[config.mk]
export PLATFORM = sky130hd
export DESIGN_NAME = cordic_rot_iter
export DESIGN_NICKNAME = d
export VERILOG_FILES = /design/src/rtl/cordic_rot_iter_pkg.sv /design/src/rtl/cordic_rot_iter_atan_rom.sv /design/src/rtl/cordic_rot_iter.sv
export SDC_FILE = /design/constraint.sdc
export NUM_CORES = 2
export LEC_CHECK = 0
export ABC_CLOCK_PERIOD_IN_PS = 7600
export CORE_MARGIN = 1.5
export CORE_UTILIZATION = 49
export DETAILED_ROUTE_END_ITERATION = 6
export GPL_ROUTABILITY_DRIVEN = 0
export HOLD_SLACK_MARGIN = 0.02
export MAX_ROUTING_LAYER = met4
export PLACE_DENSITY_LB_ADDON = 0.2
export SLEW_MARGIN = 20
export SYNTH_ARGS = -nofsm -noshare
export SYNTH_HDL_FRONTEND = slang
export SYNTH_SLANG_ARGS = --single-unit
[constraint.sdc]
create_clock -name clk -period 7.6 [get_ports clk]
set_input_delay 1.14 -clock clk [delete_from_list [all_inputs] [get_ports clk]]
set_output_delay 1.14 -clock clk [all_outputs]
set_load 0.005 [all_outputs]
[src/rtl/cordic_rot_iter_pkg.sv]
// ============================================================================
// cordic_rot_iter_pkg
// Shared definitions for the iterative CORDIC rotator: FSM state codes,
// quadrant post-rotation codes, fixed-point scaling rules, gain constant
// and the arctangent table.
// Revision: 1.0 - initial release
// ============================================================================
`default_nettype none

package cordic_rot_iter_pkg;

    // FSM state codes
    localparam logic [1:0] ST_IDLE  = 2'd0;
    localparam logic [1:0] ST_ITER  = 2'd1;
    localparam logic [1:0] ST_SCALE = 2'd2;
    localparam logic [1:0] ST_OUT   = 2'd3;

    // Quadrant post-rotation codes
    localparam logic [1:0] QUAD_NONE = 2'b00;
    localparam logic [1:0] QUAD_P90  = 2'b01;
    localparam logic [1:0] QUAD_180  = 2'b10;
    localparam logic [1:0] QUAD_M90  = 2'b11;

    // Inputs are sign-extended by HEAD_BITS and given GUARD_BITS fraction bits
    localparam int HEAD_BITS  = 2;
    localparam int GUARD_BITS = 4;

    // CORDIC gain compensation 0.607253 in Q.30; narrowed to the datapath
    // fraction width by a right shift where it is used
    localparam logic [63:0] K_Q30 = 64'd652032945;

    // atan(2^-i) in datapath units where pi == 2^19, i.e. a 16-bit angle
    // (pi == 2^15) carrying 4 guard fraction bits. Beyond the table the
    // angle step is below one LSB and reads as zero.
    function automatic logic [31:0] atan_lut(input logic [31:0] i);
        case (i)
            32'd0:   atan_lut = 32'd131072;
            32'd1:   atan_lut = 32'd77376;
            32'd2:   atan_lut = 32'd40884;
            32'd3:   atan_lut = 32'd20753;
            32'd4:   atan_lut = 32'd10417;
            32'd5:   atan_lut = 32'd5213;
            32'd6:   atan_lut = 32'd2607;
            32'd7:   atan_lut = 32'd1304;
            32'd8:   atan_lut = 32'd652;
            32'd9:   atan_lut = 32'd326;
            32'd10:  atan_lut = 32'd163;
            32'd11:  atan_lut = 32'd81;
            32'd12:  atan_lut = 32'd41;
            32'd13:  atan_lut = 32'd20;
            32'd14:  atan_lut = 32'd10;
            32'd15:  atan_lut = 32'd5;
            default: atan_lut = 32'd0;
        endcase
    endfunction

endpackage

`default_nettype wire

[src/rtl/cordic_rot_iter_atan_rom.sv]
// ============================================================================
// cordic_rot_iter_atan_rom
// Combinational micro-rotation index -> atan(2^-i) lookup, datapath wide.
// Revision: 1.0 - initial release
// ============================================================================
`default_nettype none

module cordic_rot_iter_atan_rom
    import cordic_rot_iter_pkg::*;
#(
    parameter int CORDIC_WIDTH = 22,
    parameter int IDX_WIDTH    = 4
)(
    input  logic [IDX_WIDTH-1:0]    idx,
    output logic [CORDIC_WIDTH-1:0] atan
);

    // Table read; all entries are positive so truncation keeps the value
    always_comb begin
        atan = CORDIC_WIDTH'(atan_lut(32'(idx)));
    end

endmodule

`default_nettype wire

[src/rtl/cordic_rot_iter.sv]
// ============================================================================
// cordic_rot_iter
// Iterative CORDIC rotation-mode responder: one micro-rotation per clock,
// gain compensation, quadrant post-rotation, rounding and saturation.
// One request in flight; collisions and unqualified ext requests set err.
// Revision: 1.0 - initial release
// ============================================================================
`default_nettype none

module cordic_rot_iter
    import cordic_rot_iter_pkg::*;
#(
    parameter int DATA_WIDTH    = 16,
    parameter int ANGLE_WIDTH   = 16,
    parameter int CORDIC_WIDTH  = 22,
    parameter int CORDIC_STAGES = 16
)(
    input  logic                     clk,
    input  logic                     rst,
    input  logic                     cordic_rot_en,
    input  logic [DATA_WIDTH-1:0]    cordic_rot_xin,
    input  logic [DATA_WIDTH-1:0]    cordic_rot_yin,
    input  logic                     cordic_rot_angle_microRot_n,
    input  logic [ANGLE_WIDTH-1:0]   cordic_rot_angle_in,
    input  logic [CORDIC_STAGES-1:0] cordic_rot_microRot_ext_in,
    input  logic                     cordic_rot_microRot_ext_vld,
    input  logic [1:0]               cordic_rot_quad_in,
    output logic                     cordic_rot_busy,
    output logic                     cordic_rot_opvld,
    output logic [DATA_WIDTH-1:0]    cordic_rot_xout,
    output logic [DATA_WIDTH-1:0]    cordic_rot_yout,
    output logic                     cordic_rot_err
);

    localparam int STG_W = (CORDIC_STAGES > 1) ? $clog2(CORDIC_STAGES) : 1;
    localparam int OW    = CORDIC_WIDTH + 1;   // one extra bit so negation cannot wrap
    localparam logic [STG_W-1:0] LAST_STAGE = STG_W'(CORDIC_STAGES - 1);
    localparam logic signed [CORDIC_WIDTH-1:0] K_CONST =
        CORDIC_WIDTH'(K_Q30 >> (30 - (CORDIC_WIDTH - 2)));
    localparam logic signed [OW-1:0] HALF_LSB = OW'(1) << (GUARD_BITS - 1);
    localparam logic signed [OW-1:0] SAT_MAX =
        {{(OW-DATA_WIDTH+1){1'b0}}, {(DATA_WIDTH-1){1'b1}}};
    localparam logic signed [OW-1:0] SAT_MIN =
        {{(OW-DATA_WIDTH+1){1'b1}}, {(DATA_WIDTH-1){1'b0}}};

    logic [1:0]                      state;
    logic [STG_W-1:0]                cnt;
    logic signed [CORDIC_WIDTH-1:0]  x_acc, y_acc, z_acc;
    logic [CORDIC_STAGES-1:0]        ext_dirs;
    logic                            use_angle;
    logic [1:0]                      quad;

    logic                            accept;
    logic                            dir_ccw;
    logic [CORDIC_WIDTH-1:0]         atan_i;
    logic signed [CORDIC_WIDTH-1:0]  x_shift, y_shift;
    logic signed [2*CORDIC_WIDTH-1:0] prod_x, prod_y;
    logic signed [CORDIC_WIDTH-1:0]  x_scaled, y_scaled;
    logic signed [OW-1:0]            x_wide, y_wide, x_quad, y_quad;

    // Round half-up, drop guard bits, clamp to the output range
    function automatic logic [DATA_WIDTH-1:0] round_sat(input logic signed [OW-1:0] v);
        logic signed [OW-1:0] sum;
        logic signed [OW-1:0] shr;
        sum = v + HALF_LSB;
        shr = sum >>> GUARD_BITS;
        if (shr > SAT_MAX)
            round_sat = SAT_MAX[DATA_WIDTH-1:0];
        else if (shr < SAT_MIN)
            round_sat = SAT_MIN[DATA_WIDTH-1:0];
        else
            round_sat = shr[DATA_WIDTH-1:0];
    endfunction

    cordic_rot_iter_atan_rom #(
        .CORDIC_WIDTH (CORDIC_WIDTH),
        .IDX_WIDTH    (STG_W)
    ) u_atan_rom (
        .idx  (cnt),
        .atan (atan_i)
    );

    assign cordic_rot_busy = (state != ST_IDLE);
    assign accept = (state == ST_IDLE) && cordic_rot_en &&
                    (cordic_rot_angle_microRot_n || cordic_rot_microRot_ext_vld);

    // Micro-rotation direction, shifted cross terms and gain-compensated products
    always_comb begin
        dir_ccw  = use_angle ? ~z_acc[CORDIC_WIDTH-1] : ext_dirs[cnt];
        x_shift  = x_acc >>> cnt;
        y_shift  = y_acc >>> cnt;
        prod_x   = x_acc * K_CONST;
        prod_y   = y_acc * K_CONST;
        x_scaled = CORDIC_WIDTH'(prod_x >>> (CORDIC_WIDTH - 2));
        y_scaled = CORDIC_WIDTH'(prod_y >>> (CORDIC_WIDTH - 2));
    end

    // Quadrant post-rotation in the widened domain
    always_comb begin
        x_wide = {x_acc[CORDIC_WIDTH-1], x_acc};
        y_wide = {y_acc[CORDIC_WIDTH-1], y_acc};
        case (quad)
            QUAD_P90: begin x_quad = -y_wide; y_quad =  x_wide; end
            QUAD_180: begin x_quad = -x_wide; y_quad = -y_wide; end
            QUAD_M90: begin x_quad =  y_wide; y_quad = -x_wide; end
            default:  begin x_quad =  x_wide; y_quad =  y_wide; end
        endcase
    end

    // Control: state sequencing, stage count, sticky error, result registers
    always_ff @(posedge clk or posedge rst) begin
        if (rst) begin
            state            <= ST_IDLE;
            cnt              <= '0;
            cordic_rot_err   <= 1'b0;
            cordic_rot_opvld <= 1'b0;
            cordic_rot_xout  <= '0;
            cordic_rot_yout  <= '0;
        end else begin
            cordic_rot_opvld <= 1'b0;
            if (cordic_rot_en && !accept)
                cordic_rot_err <= 1'b1;
            case (state)
                ST_IDLE: begin
                    if (accept) begin
                        state <= ST_ITER;
                        cnt   <= '0;
                    end
                end
                ST_ITER: begin
                    cnt <= cnt + 1'b1;
                    if (cnt == LAST_STAGE)
                        state <= ST_SCALE;
                end
                ST_SCALE: begin
                    state <= ST_OUT;
                end
                default: begin
                    cordic_rot_xout  <= round_sat(x_quad);
                    cordic_rot_yout  <= round_sat(y_quad);
                    cordic_rot_opvld <= 1'b1;
                    state            <= ST_IDLE;
                end
            endcase
        end
    end

    // Datapath: load on accept, rotate during ITER, scale by K in SCALE
    always_ff @(posedge clk or posedge rst) begin
        if (rst) begin
            x_acc     <= '0;
            y_acc     <= '0;
            z_acc     <= '0;
            ext_dirs  <= '0;
            use_angle <= 1'b0;
            quad      <= QUAD_NONE;
        end else if (accept) begin
            x_acc     <= {{HEAD_BITS{cordic_rot_xin[DATA_WIDTH-1]}}, cordic_rot_xin, {GUARD_BITS{1'b0}}};
            y_acc     <= {{HEAD_BITS{cordic_rot_yin[DATA_WIDTH-1]}}, cordic_rot_yin, {GUARD_BITS{1'b0}}};
            z_acc     <= {{HEAD_BITS{cordic_rot_angle_in[ANGLE_WIDTH-1]}}, cordic_rot_angle_in, {GUARD_BITS{1'b0}}};
            ext_dirs  <= cordic_rot_microRot_ext_in;
            use_angle <= cordic_rot_angle_microRot_n;
            quad      <= cordic_rot_quad_in;
        end else if (state == ST_ITER) begin
            if (dir_ccw) begin
                x_acc <= x_acc - y_shift;
                y_acc <= y_acc + x_shift;
                z_acc <= z_acc - $signed(atan_i);
            end else begin
                x_acc <= x_acc + y_shift;
                y_acc <= y_acc - x_shift;
                z_acc <= z_acc + $signed(atan_i);
            end
        end else if (state == ST_SCALE) begin
            x_acc <= x_scaled;
            y_acc <= y_scaled;
        end
    end

endmodule

`default_nettype wire
==> impl_metrics.prom <==
# TYPE chip_impl_metric gauge
chip_impl_metric{name="synth.area.mux_share",unit="%"} 5.86
chip_impl_metric{name="worstMarginPinSlew",unit="ns"} 1.16
chip_impl_metric{name="worstPathMaxFanout",unit=""} 5
chip_impl_metric{name="viasPerCell",unit=""} 5.72
chip_impl_metric{name="synth_enable_flop_cells",unit=""} 0
chip_impl_metric{name="number_of_library_cell_types_mapped_by_synthesis",unit=""} 104
chip_impl_metric{name="max_cap_viol_count",unit=""} 0
chip_impl_metric{name="drc_errors",unit=""} 0
chip_impl_metric{name="start_util",unit="%"} 49.8
chip_impl_metric{name="final.setup_skew",unit="ns"} 0.0152
chip_impl_metric{name="postLayoutSetupSlackWorst",unit="ns"} 0.213
chip_impl_metric{name="top_level_ports",unit=""} 106
chip_impl_info{name="tritoncts",value="done"} 1
chip_impl_metric{name="final_net_count",unit=""} 4860
chip_impl_metric{name="synthesized_instance_count",unit=""} 3780
chip_impl_metric{name="antenna_cells",unit=""} 0
chip_impl_metric{name="clk_pin_slew",unit="ns"} 0.06
chip_impl_metric{name="portBuffers",unit=""} 105
chip_impl_metric{name="ys_seq_area_share",unit="%"} 9.29
chip_impl_metric{name="cts_hold_buf",unit=""} 0
chip_impl_metric{name="hold_viol",unit=""} 0
chip_impl_metric{name="setup_viol_count_final",unit=""} 0
chip_impl_info{name="layout_commonest_cell",value="sky130_fd_sc_hd__inv_1"} 1
chip_impl_metric{name="worst-endpoint-arrival",unit="ns"} 7.77
chip_impl_metric{name="final_cell_count_no_fill",unit=""} 4763
chip_impl_metric{name="maximum_buffer_depth_of_the_clock_tree",unit=""} 2
chip_impl_metric{name="nFillCells",unit=""} 6229
chip_impl_metric{name="synth_compound_area_share",unit="%"} 13.4
chip_impl_metric{name="post-place-cells",unit=""} 4730
chip_impl_metric{name="synthAdderAreaFrac",unit="%"} 43.4
chip_impl_metric{name="initialDrtViolationCount",unit=""} 2342
chip_impl_metric{name="area_growth",unit="%"} 8.91
chip_impl_metric{name="global_route.usage.total",unit="%"} 29.7
chip_impl_info{name="synthFlopType",value="sky130_fd_sc_hd__dfrtp_1"} 1
chip_impl_info{name="crit_path_top_delay_cell",value="sky130_fd_sc_hd__fa_1"} 1
chip_impl_metric{name="via_count_of_the_first_global_routing_pass",unit=""} 27100
chip_impl_metric{name="clkSinkCount",unit=""} 125
chip_impl_metric{name="synth_simple_gate_area_share",unit="%"} 10.7
chip_impl_metric{name="yosysWarnings",unit=""} 0
chip_impl_metric{name="dpl.hpwl",unit="mm"} 81.6
chip_impl_metric{name="synth_nets",unit=""} 4763
chip_impl_info{name="worstHoldPathType",value="reg -> reg"} 1
chip_impl_info{name="worstSetupStartpointType",value="register"} 1
chip_impl_metric{name="floorplan.die.width",unit="um"} 265
chip_impl_metric{name="timing.max_slew.rel_slack",unit="%"} 21.4
chip_impl_info{name="most-common-layout-cells",value="sky130_fd_sc_hd__inv_1, sky130_fd_sc_hd__ha_1, sky130_fd_sc_hd__fa_1"} 1
chip_impl_info{name="path_class",value="reg -> reg"} 1
chip_impl_metric{name="post_route_cells_drive_above_1_share",unit="%"} 7.48
chip_impl_metric{name="syn-mean-instance-area",unit="um^2"} 8.91
chip_impl_metric{name="core_region_area",unit="um^2"} 67600
chip_impl_metric{name="yosys.area_share.xor_xnor",unit="%"} 7.15
chip_impl_metric{name="die_area",unit="um^2"} 70300
chip_impl_metric{name="insertion_delay",unit="ns"} 0.47
chip_impl_info{name="run_status",value="finished, final reports clean"} 1
chip_impl_metric{name="detail_route.wirelength",unit="mm"} 99.6
chip_impl_metric{name="critical_path.max_stage_delay",unit="ns"} 0.51
chip_impl_metric{name="grt_first_pass_wirelength",unit="mm"} 156
chip_impl_info{name="end_kind",value="register"} 1
chip_impl_info{name="synth_top_family_by_area",value="adder cells"} 1
chip_impl_metric{name="syn_area",unit="um^2"} 33700
chip_impl_metric{name="total_number_of_vias",unit=""} 27200
chip_impl_info{name="worst_path_most_repeated_cell",value="sky130_fd_sc_hd__fa_1"} 1
chip_impl_metric{name="finalHoldWorstSlack",unit="ns"} 0.473
chip_impl_metric{name="routed_wire_per_std_cell",unit="um"} 20.9
chip_impl_metric{name="grt_remaining_overflow",unit=""} 0
chip_impl_metric{name="floorplan.die.height",unit="um"} 265
chip_impl_metric{name="pre_cts_ws",unit="ns"} 0.0994
chip_impl_metric{name="grt_start_max_net_pins",unit=""} 74
chip_impl_metric{name="final_antenna_net_count",unit=""} 0
chip_impl_metric{name="critical_path_required",unit="ns"} 7.98
chip_impl_metric{name="clock.fmax",unit="MHz"} 135
chip_impl_metric{name="flip_flop_and_latch_count_after_synthesis",unit=""} 125
chip_impl_metric{name="postSynth.asyncResetShare",unit="%"} 100
chip_impl_metric{name="drt-pass1-iter-count",unit=""} 7
chip_impl_metric{name="final_max_slew_viol_count",unit=""} 0
chip_impl_metric{name="initial_antenna_violation_count",unit=""} 0
chip_impl_metric{name="cts_made_buffers",unit=""} 17
chip_impl_metric{name="cts_max_level",unit=""} 4
chip_impl_metric{name="row_count",unit=""} 95
chip_impl_info{name="clock-root-buffer",value="sky130_fd_sc_hd__clkbuf_16"} 1
chip_impl_metric{name="period_utilisation_layout",unit="%"} 97.2
chip_impl_metric{name="finalWorstPathRequiredPeriod",unit="ns"} 7.39
[layout make-up]
cell class,instances,area (um^2),share of cell area (%)
Inverter,761,2860,7.80
Tap cell,873,1090,2.98
Clock buffer,19,453,1.23
Timing Repair Buffer,208,1820,4.97
Sequential cell,125,3140,8.57
Multi-Input combinational cell,2764,27200,74.1
Clock inverter,13,141,0.385
[stage by stage]
| step | utilization (%) | area, um^2 | TNS (ns) |
|---|---|---|---|
| after floorplan | - | 33700 | 0 |
| after global placement | 53.3 | 36000 | 0 |
| after detailed placement | 53.3 | 36000 | 0 |
| after CTS | 54.2 | 36600 | 0 |
| after global routing | 54.2 | 36700 | -0.147 |
| final | 54.2 | 36700 | 0 |
[flip-flops by register name (all words and copies together) (netlist names)]
signal and count:
quad 2, use_angle 1, ext_dirs 16, x_acc 22, cordic_rot_yout 16, cnt 4, cordic_rot_err 1, cordic_rot_xout 16
z_acc 22, state 2, cordic_rot_opvld 1, y_acc 22
[cell usage after synthesis, drive strengths merged, types with 63 or more instances]
master / n / area share, %
nor2: 211 / 2.4
a21oi: 242 / 3.6
nand2: 246 / 2.7
ha: 486 / 18
buf: 67 / 1.1
inv: 758 / 8.4
clkbuf: 63 / 0.71
xnor2: 188 / 4.9
mux2i: 66 / 2.0
o21ai: 155 / 2.3
xor2: 87 / 2.3
fa: 426 / 25
dfrtp: 125 / 9.3
[cells by family (layout without fill, tap and decap cells)]
logic type,after synthesis,count (layout)
simple gates,750,750
xor+xnor,275,275
buf+inv,891,1001
flops,125,125
mux,133,133
compound gates,694,694
fa+ha+maj,912,912
[worst paths after layout]
| path | from | to | slack (ns) | cells after the start |
|---|---|---|---|---|
| setup / recovery | y_acc[11] | y_acc[18] | 0.21 | 26 |
| hold / removal | ext_dirs[8] | ext_dirs[8] | 0.47 | 2 |
| setup reg to reg | y_acc[11] | y_acc[18] | 0.21 | 26 |
| hold reg to reg | ext_dirs[8] | ext_dirs[8] | 0.47 | 2 |
| max in group asynchronous | rst | x_acc[5] | 5.14 | 3 |
| min in group asynchronous | rst | z_acc[14] | 1.16 | 2 |
[critical path: cells and delay by family, from the launching register on]
family / cells / cell delay, ns
flops: 1 / 0.42
compound gates: 10 / 2.40
fa+ha+maj: 8 / 3.60
buf+inv: 7 / 0.77
simple gates: 1 / 0.12
[routing by layer]
metal | up-vias | share of wire, % | global-route usage, %
li1 | 12700 | - | -
met1 | 13300 | 43 | 39.8
met2 | 1073 | 46 | 46.3
met3 | 193 | 7.4 | 4.67
met4 | 0 | 3.3 | 9.47
met5 | - | 0 | -
[timing repair]
action,4_1_cts,5_1_grt
setup buffers,0,1
resized for setup,0,9
endpoints found under the hold margin,0,0
setup endpoints to repair,0,10
Power is not shown: default switching activity piles up to over one toggle a cycle in this logic, so the estimate is an artifact.
